`src/rtl/clock_disp_pkg.sv`:
```
// ---------------------------------------------------------------------------
// clock_disp_pkg
// Shared constants for the time-digit display path: digit count, slot
// indices (scan order of the six BCD digits), and the active-low 7-segment
// codes in {g,f,e,d,c,b,a} order.
// ---------------------------------------------------------------------------
package clock_disp_pkg;

    localparam int NUM_DIGITS = 6;

    // Scan order: units before tens, seconds first.
    typedef enum logic [2:0] {
        SLOT_SEC1  = 3'd0,
        SLOT_SEC2  = 3'd1,
        SLOT_MIN1  = 3'd2,
        SLOT_MIN2  = 3'd3,
        SLOT_HOUR1 = 3'd4,
        SLOT_HOUR2 = 3'd5
    } slot_e;

    localparam logic [6:0] SEG_OFF  = 7'b1111111;
    localparam logic [6:0] SEG_DASH = 7'b0111111;

    // Index = BCD value. Codes 10..15 are not valid BCD and show a dash.
    localparam logic [6:0] SEG_CODE [16] = '{
        7'b1000000,  // 0
        7'b1111001,  // 1
        7'b0100100,  // 2
        7'b0110000,  // 3
        7'b0011001,  // 4
        7'b0010010,  // 5
        7'b0000010,  // 6
        7'b1111000,  // 7
        7'b0000000,  // 8
        7'b0010000,  // 9
        SEG_DASH,    // 10
        SEG_DASH,    // 11
        SEG_DASH,    // 12
        SEG_DASH,    // 13
        SEG_DASH,    // 14
        SEG_DASH     // 15
    };

endpackage : clock_disp_pkg

```
`src/rtl/bcd_to_seg7.sv`:
```
// ---------------------------------------------------------------------------
// bcd_to_seg7
// Combinational BCD to common-anode 7-segment decoder.
// Ports:
//   bcd_i  [3:0]  BCD digit (10..15 decode to a dash)
//   seg_o  [6:0]  segments {g,f,e,d,c,b,a}, active-low
// ---------------------------------------------------------------------------
module bcd_to_seg7
    import clock_disp_pkg::*;
(
    input  logic [3:0] bcd_i,
    output logic [6:0] seg_o
);

    assign seg_o = SEG_CODE[bcd_i];

endmodule : bcd_to_seg7

```
`src/rtl/bcd_scan_display.sv`:
```
// ---------------------------------------------------------------------------
// bcd_scan_display
// Drives a 6-digit multiplexed common-anode 7-segment display from the BCD
// time-digit bus. All six digits are snapshotted at the start of each frame
// so a frame never shows a mix of old and new time. Each digit slot starts
// with BLANK_CYC dark cycles to suppress ghosting. The hour-tens digit is
// blanked when zero, and a colon (dp on slots 2 and 4) toggles on every
// change of the live seconds-units input.
// Ports:
//   clk               system clock
//   rst               asynchronous reset, active-high
//   sec_1 .. hour_2   BCD digits (units/tens of sec, min, hour)
//   an     [5:0]      digit enables, active-low, at most one low
//   seg    [6:0]      segments {g,f,e,d,c,b,a}, active-low
//   dp                decimal point, active-low
// Outputs are registered: the value in cycle t+1 reflects scan state in t.
// ---------------------------------------------------------------------------
module bcd_scan_display
    import clock_disp_pkg::*;
#(
    parameter int SCAN_DIV  = 50000,
    parameter int BLANK_CYC = 8
) (
    input  logic       clk,
    input  logic       rst,
    input  logic [3:0] sec_1,
    input  logic [3:0] sec_2,
    input  logic [3:0] min_1,
    input  logic [3:0] min_2,
    input  logic [3:0] hour_1,
    input  logic [3:0] hour_2,
    output logic [5:0] an,
    output logic [6:0] seg,
    output logic       dp
);

    localparam int CNT_W = (SCAN_DIV > 1) ? $clog2(SCAN_DIV) : 1;
    localparam logic [CNT_W-1:0] CNT_LAST  = CNT_W'(SCAN_DIV - 1);
    localparam logic [CNT_W-1:0] CNT_BLANK = CNT_W'(BLANK_CYC);

    // -----------------------------------------------------------------------
    // State
    // -----------------------------------------------------------------------
    logic [CNT_W-1:0]      cnt_q,  cnt_d;
    slot_e                 slot_q, slot_d;
    logic [3:0]            snap_q [NUM_DIGITS];
    logic [3:0]            snap_d [NUM_DIGITS];
    logic                  colon_q, colon_d;
    logic [3:0]            prev_sec_q;
    logic [NUM_DIGITS-1:0] an_q,  an_d;
    logic [6:0]            seg_q, seg_d;
    logic                  dp_q,  dp_d;

    logic       frame_start;
    logic       in_blank;
    logic       lz_blank;
    logic [3:0] cur_digit;
    logic [6:0] cur_seg;

    // -----------------------------------------------------------------------
    // Scan counter and slot sequencing
    // -----------------------------------------------------------------------
    assign frame_start = (slot_q == SLOT_SEC1) && (cnt_q == '0);

    // NOTE: every signal assigned in always_comb gets a default first so no
    // path leaves it unassigned; that is what keeps latches from appearing.
    always_comb begin
        cnt_d  = cnt_q + 1'b1;
        slot_d = slot_q;
        if (cnt_q == CNT_LAST) begin
            cnt_d  = '0;
            slot_d = (slot_q == SLOT_HOUR2) ? SLOT_SEC1 : slot_e'(slot_q + 3'd1);
        end
    end

    // -----------------------------------------------------------------------
    // Frame snapshot: the display only ever reads snap_q.
    // -----------------------------------------------------------------------
    always_comb begin
        for (int i = 0; i < NUM_DIGITS; i++) begin
            snap_d[i] = snap_q[i];
        end
        if (frame_start) begin
            snap_d[SLOT_SEC1]  = sec_1;
            snap_d[SLOT_SEC2]  = sec_2;
            snap_d[SLOT_MIN1]  = min_1;
            snap_d[SLOT_MIN2]  = min_2;
            snap_d[SLOT_HOUR1] = hour_1;
            snap_d[SLOT_HOUR2] = hour_2;
        end
    end

    // -----------------------------------------------------------------------
    // Colon: toggles on any change of the live seconds-units digit, so it
    // tracks the time counter rather than the frame snapshot.
    // -----------------------------------------------------------------------
    always_comb begin
        colon_d = colon_q;
        if (sec_1 != prev_sec_q) begin
            colon_d = ~colon_q;
        end
    end

    // -----------------------------------------------------------------------
    // Digit select and decode
    // -----------------------------------------------------------------------
    always_comb begin
        cur_digit = snap_q[SLOT_SEC1];
        case (slot_q)
            SLOT_SEC1:  cur_digit = snap_q[SLOT_SEC1];
            SLOT_SEC2:  cur_digit = snap_q[SLOT_SEC2];
            SLOT_MIN1:  cur_digit = snap_q[SLOT_MIN1];
            SLOT_MIN2:  cur_digit = snap_q[SLOT_MIN2];
            SLOT_HOUR1: cur_digit = snap_q[SLOT_HOUR1];
            SLOT_HOUR2: cur_digit = snap_q[SLOT_HOUR2];
            default:    cur_digit = snap_q[SLOT_SEC1];
        endcase
    end

    bcd_to_seg7 u_dec (
        .bcd_i (cur_digit),
        .seg_o (cur_seg)
    );

    // -----------------------------------------------------------------------
    // Output next-state
    // -----------------------------------------------------------------------
    assign in_blank = (cnt_q < CNT_BLANK);
    assign lz_blank = (slot_q == SLOT_HOUR2) && (snap_q[SLOT_HOUR2] == 4'd0);

    always_comb begin
        an_d  = '1;
        seg_d = SEG_OFF;
        dp_d  = 1'b1;
        if (!in_blank && !lz_blank) begin
            an_d  = ~(NUM_DIGITS'(1) << slot_q);
            seg_d = cur_seg;
            dp_d  = ~(colon_q && ((slot_q == SLOT_MIN1) || (slot_q == SLOT_HOUR1)));
        end
    end

    // -----------------------------------------------------------------------
    // Registers
    // -----------------------------------------------------------------------
    // NOTE: sequential state uses non-blocking assignments only, so every
    // register samples pre-edge values regardless of statement order.
    // NOTE: the snapshot is a handful of flops, not a RAM, and it is reset so
    // the display is defined from the very first cycle after reset.
    always_ff @(posedge clk or posedge rst) begin
        if (rst) begin
            cnt_q      <= '0;
            slot_q     <= SLOT_SEC1;
            for (int i = 0; i < NUM_DIGITS; i++) begin
                snap_q[i] <= 4'd0;
            end
            colon_q    <= 1'b0;
            prev_sec_q <= 4'd0;
            an_q       <= '1;
            seg_q      <= SEG_OFF;
            dp_q       <= 1'b1;
        end else begin
            cnt_q      <= cnt_d;
            slot_q     <= slot_d;
            for (int i = 0; i < NUM_DIGITS; i++) begin
                snap_q[i] <= snap_d[i];
            end
            colon_q    <= colon_d;
            prev_sec_q <= sec_1;
            an_q       <= an_d;
            seg_q      <= seg_d;
            dp_q       <= dp_d;
        end
    end

    assign an  = an_q;
    assign seg = seg_q;
    assign dp  = dp_q;

endmodule : bcd_scan_display

```
`config.mk`:
```
export PLATFORM = sky130hd
export DESIGN_NAME = bcd_scan_display
export DESIGN_NICKNAME = d
export VERILOG_FILES = /design/src/rtl/clock_disp_pkg.sv /design/src/rtl/bcd_to_seg7.sv /design/src/rtl/bcd_scan_display.sv
export SDC_FILE = /design/constraint.sdc
export NUM_CORES = 1
export LEC_CHECK = 0
export CAP_MARGIN = 20
export CORE_MARGIN = 2
export CORE_UTILIZATION = 38
export CTS_CLUSTER_SIZE = 16
export DETAILED_ROUTE_END_ITERATION = 8
export PLACE_DENSITY = 0.58
export SYNTH_ARGS = -nofsm -noshare
export SYNTH_HDL_FRONTEND = slang
export SYNTH_HIERARCHICAL = 1
export SYNTH_SLANG_ARGS = --single-unit
```
`constraint.sdc`:
```
create_clock -name clk -period 3.4 [get_ports clk]
set_input_delay 0.68 -clock clk [delete_from_list [all_inputs] [get_ports clk]]
set_output_delay 0.68 -clock clk [all_outputs]
set_load 0.005 [all_outputs]
```
* Word level (Yosys, flattened, before mapping)
Memory sizes are Yosys's and may differ from the RTL's.
Index checks and enable logic that the tools add are counted.
** Word-level totals
- Bits in registers :: 62
- Bits in read-only memories :: 112
- Input port bits :: 26
- Logic and storage cells :: 48
- Memories kept :: 1
** Operators by class
- $add $sub $neg :: 2
- Order comparisons :: 2
- Equal/unequal tests :: 7
- Shift operators :: 1
- Multiplexer cells :: 8
- Bitwise logic cells :: 4
- Reduce and logical (&&, ||, !) cells :: 10
** Memories
- (name not given) :: depth 16, width 7, read ports 1, clocked after Yosys merged registers in 0, wr ports 0, line bcd_to_seg7.sv:15 : assign seg_o = SEG_CODE[bcd_i];
** Operators by type and width (count)
- $mux 7 :: 3
- $pmux 4 s5 :: 1
- $add 16x1->16 const B :: 1
- $eq 16x16->1 const B :: 1
- $logic_not 16->1 :: 1
- $lt 16x4->1 const B :: 1
- $mux 16 :: 1
- $eq 3x2->1 const B :: 2
- $eq 3x3->1 const B :: 2
- $mux 6 :: 1
- $not 6->6 :: 1
- $shl 1x3->6 const A :: 1
- $ge 5x5->1 const B :: 1
- $not 4->5 :: 1
- $logic_and 1x1->1 :: 4
- $logic_not 4->1 :: 1
- $ne 4x4->1 :: 1
- $add 3x1->3 const B :: 1
- $eq 3x1->1 const B :: 1
- $logic_not 3->1 :: 1
- $mux 3 :: 1
- $logic_not 1->1 :: 2
- $not 1->1 :: 2
- $logic_or 1x1->1 :: 1
- $mux 1 :: 1

* Logic depth before layout (Yosys ltp)
- Depth in word-level cells :: 7
- Depth in mapped cells :: 12

* Hierarchy
Netlist, hierarchy kept.
** Modules (own cells, without submodules)
- bcd_scan_display :: instances 1, cells an instance 234, area each 2783.9 um^2
- bcd_to_seg7 :: instances 1, cells an instance 31, area each 230.2 um^2

* Least setup slack after synthesis
OpenSTA, ideal clock, no wires.
- Path kind :: reg-to-reg
- From :: reg slot_q[0]
- To :: reg seg_q[5] (netlist: seg[5])
- Arrival time :: 2575 ps
- Required time :: 3336 ps
- Setup slack :: 761 ps
- Cell stages (with the launch flop) :: 13
- Path buffers :: 2
- Period minus slack after synthesis :: 2639 ps
- Path through :: dfrtp_1 clkbuf_1 clkbuf_1 and2_1 ha_1 a21oi_1 o211ai_1 nor3b_1 inv_1 ha_1 and2b_2 o31ai_1 nand2b_1
** On the way
- Word-level cells in the longest chain between the ends :: 7
- Elaborated cells between the ends (all ways) :: 14
- Classes of those cells :: eq/ne (5); mux (4); bitwise (1); reduce/logical (3); memory (1)
** Ends and longest elaborated chain
- start, declared :: line bcd_scan_display.sv:45 : slot_e slot_q, slot_d;
- start signal, assigned :: line bcd_scan_display.sv:163 : slot_q <= slot_d;
- $eq 3x3->1, or another cell as far along :: line bcd_scan_display.sv:109 : case (slot_q)
- $pmux 4 s5 (*) :: line bcd_scan_display.sv:109
- via cur_digit[0] :: line bcd_scan_display.sv:57 : logic [3:0] cur_digit;
- $not 4->5 (implied by the code) (*) :: line bcd_to_seg7.sv:15
- $mem_v2 16x7 (*)
- $mux 7 (implied by the code) (*) (2 in a row) :: line bcd_to_seg7.sv:15
- via cur_seg[5] :: line bcd_scan_display.sv:58 : logic [6:0] cur_seg;
- $mux 7 (*) :: line bcd_scan_display.sv:135 : if (!in_blank && !lz_blank) begin
- via seg_d[5] :: line bcd_scan_display.sv:51 : logic [6:0] seg_q, seg_d;
- end signal, assigned :: line bcd_scan_display.sv:170 : seg_q <= seg_d;
- end, declared :: line bcd_scan_display.sv:51
Mark *: on every way through the listed nets, which the timed path passes. The rest lies on a longest branch. The select of a mux whose other input is x is not followed.
A chain may end at the register's enable or synchronous reset.

* Final worst setup path
Ends and elaborated chain as after synthesis.

==> flow_summary.yaml <==
critical_path:
  critPathLaunchType: "flip-flop"
  crit_top_cell: "ha_1"
  r2r-start: "slot_q[0]"
  worstPathMaxFanout: 20
  crit_chain: "and2_1 > ha_1 > a21oi_1 > o211ai_1 > nor3b_1 > inv_1 > ha_1 > and2b_2 > o31ai_1 > nand2b_1"
  critPathArrivalTime_ps: 3100
  r2r_slack_ps: 580
  cp_slowest_cell: "dfrtp_1"
  critical-path-max-stage-delay_ps: 710
  cp.required_ps: 3680
  crit_start: "slot_q[0]"
  end_kind: "flip-flop"
  critPathKind: "flip-flop to flip-flop"
synthesis:
  synth_area_um2: 3010
  synth_top_area_cell: "dfrtp_1"
  ys_top_cells_by_count: "dfrtp_1, mux2_2, nor2_1"
  yosysMostFrequentCell: "dfrtp_1"
  syn-num-nets: 299
  ys_async_sr_fraction_pct: 100
  synthTopCellsByArea: "dfrtp_1, dfstp_2, mux2_2"
  synth-edff-count: 0
  synth_seq_cells: 62
  yosysTopAreaCellShare_pct: 39.9
  ys_warn_count: 6
  synth_cell_types: 43
  ys.flop_type: "dfrtp_1"
  seq_area_frac_synth_pct: 52.1
  syn_inst: 265
  syn_area_per_cell_um2: 11.4
min_path:
  min_from: "snap_q[19]"
  hold_path.class: "flip-flop to flip-flop"
power_and_ir_drop:
  max-vdd-ir-drop_uv: 256
  power.density_nw_per_um2: 454
  leakage_nw: 1.55
clocking:
  cts_resized: 0
  numCtsBuffers: 9
  h-tree-depth: 3
  cts_sinks: 62
  hold_buffers: 0
  cts.clk_slew.worst_paths_ps: 70
  clockBufferDepth: 2
  cts_tree: "done"
  insertion_delay_ps: 350
  cts_root_buf: "clkbuf_8"
  post_cts_buffers: 0
finish:
  drive_gt1_share_pct: 19.7
  area_growth_pct: 22.0
  filler_cell_count: 718
  multi_input_area_um2: 1300
  num_antenna_cells: 0
  seqCellArea_um2: 1570
  fin_util_pct: 47.8
  final_nets: 339
detailed_routing:
  postRouteAntennaNets: 0
  wire_per_inst_um: 13.7
  vias_per_cell: 4.87
  first_pass_iters: 5
  remaining_drc_errors: 0
  vias: 2008
  drt-total-wl_um: 5630
  drt_iter0_drc: 102
timing:
  skew_ps: 7.80
  worst_pin_slew_ps: 770
  whs_ps: 512
  tns_ps: 0
  timing.final.crit_share_pct: 83.0
  relSlewSlack_pct: 48.6
  finalSetupViolCount: 0
  fmax_ghz: 0.354
  maxSlewViolCount: 0
  rsz0062_at_grt: "false"
  period_needed_ps: 2820
  hold_viol_final: 0
run:
  cap_violations: 0
global_routing:
  track_usage_pct: 14.6
  grt_pass1_vias: 1968
  grt_max_degree: 63
  grt_pass1_wl_um: 9730
  grt_overflow: 0
  antenna_found_initial: 0
floorplanning:
  core_um2: 7690
  rows: 32
  io-pin-count: 40
  fp.dieW_um: 93.1
  die_y_um: 93.1
  die-area_um2: 8660
  initial_core_util_pct: 39.2
run_status:
  status: "finished, final reports clean"
place:
  place_congestion: 0.791
  place_hpwl_um: 3860
  portBuffers: 39
## report_power, final
part / leakage [nW] / internal (mW) / switching [mW]
Clock: 0.115 / 0.487 / 0.275
Sequential: 0.736 / 0.773 / 0.0184
Combinational: 0.702 / 0.0700 / 0.0459
Total: 1.55 / 1.33 / 0.340
## per-layer routing
layer  vias to the layer above  wire [um]  global-route usage (%)
met4                         0         88                    5.76
met3                        10        240                    5.24
li1                        993          -                       -
met5                         -          0                       0
met1                       969       2810                    19.9
met2                        36       2490                    21.1
## stage by stage
stage,power (mW),instances,setup WS [ps],cell area [um^2]
final,1.67,412,577,3680
after global routing,1.74,412,156,3680
after CTS,1.69,412,609,3680
after detailed placement,0.922,396,634,3450
after global placement,0.923,396,778,3450
after floorplan,0.860,265,761,3010
## layout make-up
class	count	area share, %
clock buffer	12	3.67
clock inverter	4	2.59
inverter	10	1.02
multi-input combinational	180	35.4
sequential	62	42.7
tap	102	3.47
timing repair buffer	42	11.2
## registers in the layout, summed over array words and instances, names as in the netlist
name	flops
an	6
cnt_q	16
colon_q	1
dp	1
prev_sec_q	4
seg	7
slot_q	3
snap_q	24
## cells in the final DEF, fill, tap and decap left out, drive strengths merged, types with 2 or more instances in the layout
cell type,instances
nor2,24
a22oi,4
nor3,6
a2bb2oi,2
and2b,3
o21ai,4
nand2b,9
buf,3
a21oi,7
xor2,10
nor2b,5
nand2,15
or4,2
nor4,7
mux2,25
ha,8
xnor2,11
dfstp,14
dfrtp,48
nor3b,5
inv,10
clkdlybuf4s50,39
and2,2
a211oi,2
bufinv,3
nand3,10
o211ai,4
nand4,3
nand4b,3
clkbuf,12
## critical path: cells and delay by family (launching register included)
family	cells	cell delay [ps]
AOI/OAI and AO/OA	3	390
and+or+nand+nor	4	1010
adders and majority gates	2	500
buffers and inverters	1	170
DFF	1	710
## cell families after synthesis
family,Yosys count,share of synthesized area (%)
xor gates and xnor gates,21,6.10
DFF,62,52.1
muxes,26,9.67
adders and majority gates,8,3.32
buffers and inverters,23,4.82
and+or+nand+nor,98,18.2
AOI/OAI and AO/OA,27,5.85
## worst paths after layout
path                            depth (start not counted)             to
max in group asynchronous                               3      cnt_q[10]
worst min register to register                          1     snap_q[19]
worst min-delay path                                    1     snap_q[19]
worst max-delay path                                   10         seg[5]
worst max register to register                         10         seg[5]
min in group asynchronous                               3  prev_sec_q[2]
No activity file was read; power rests on OpenSTA's default activity.
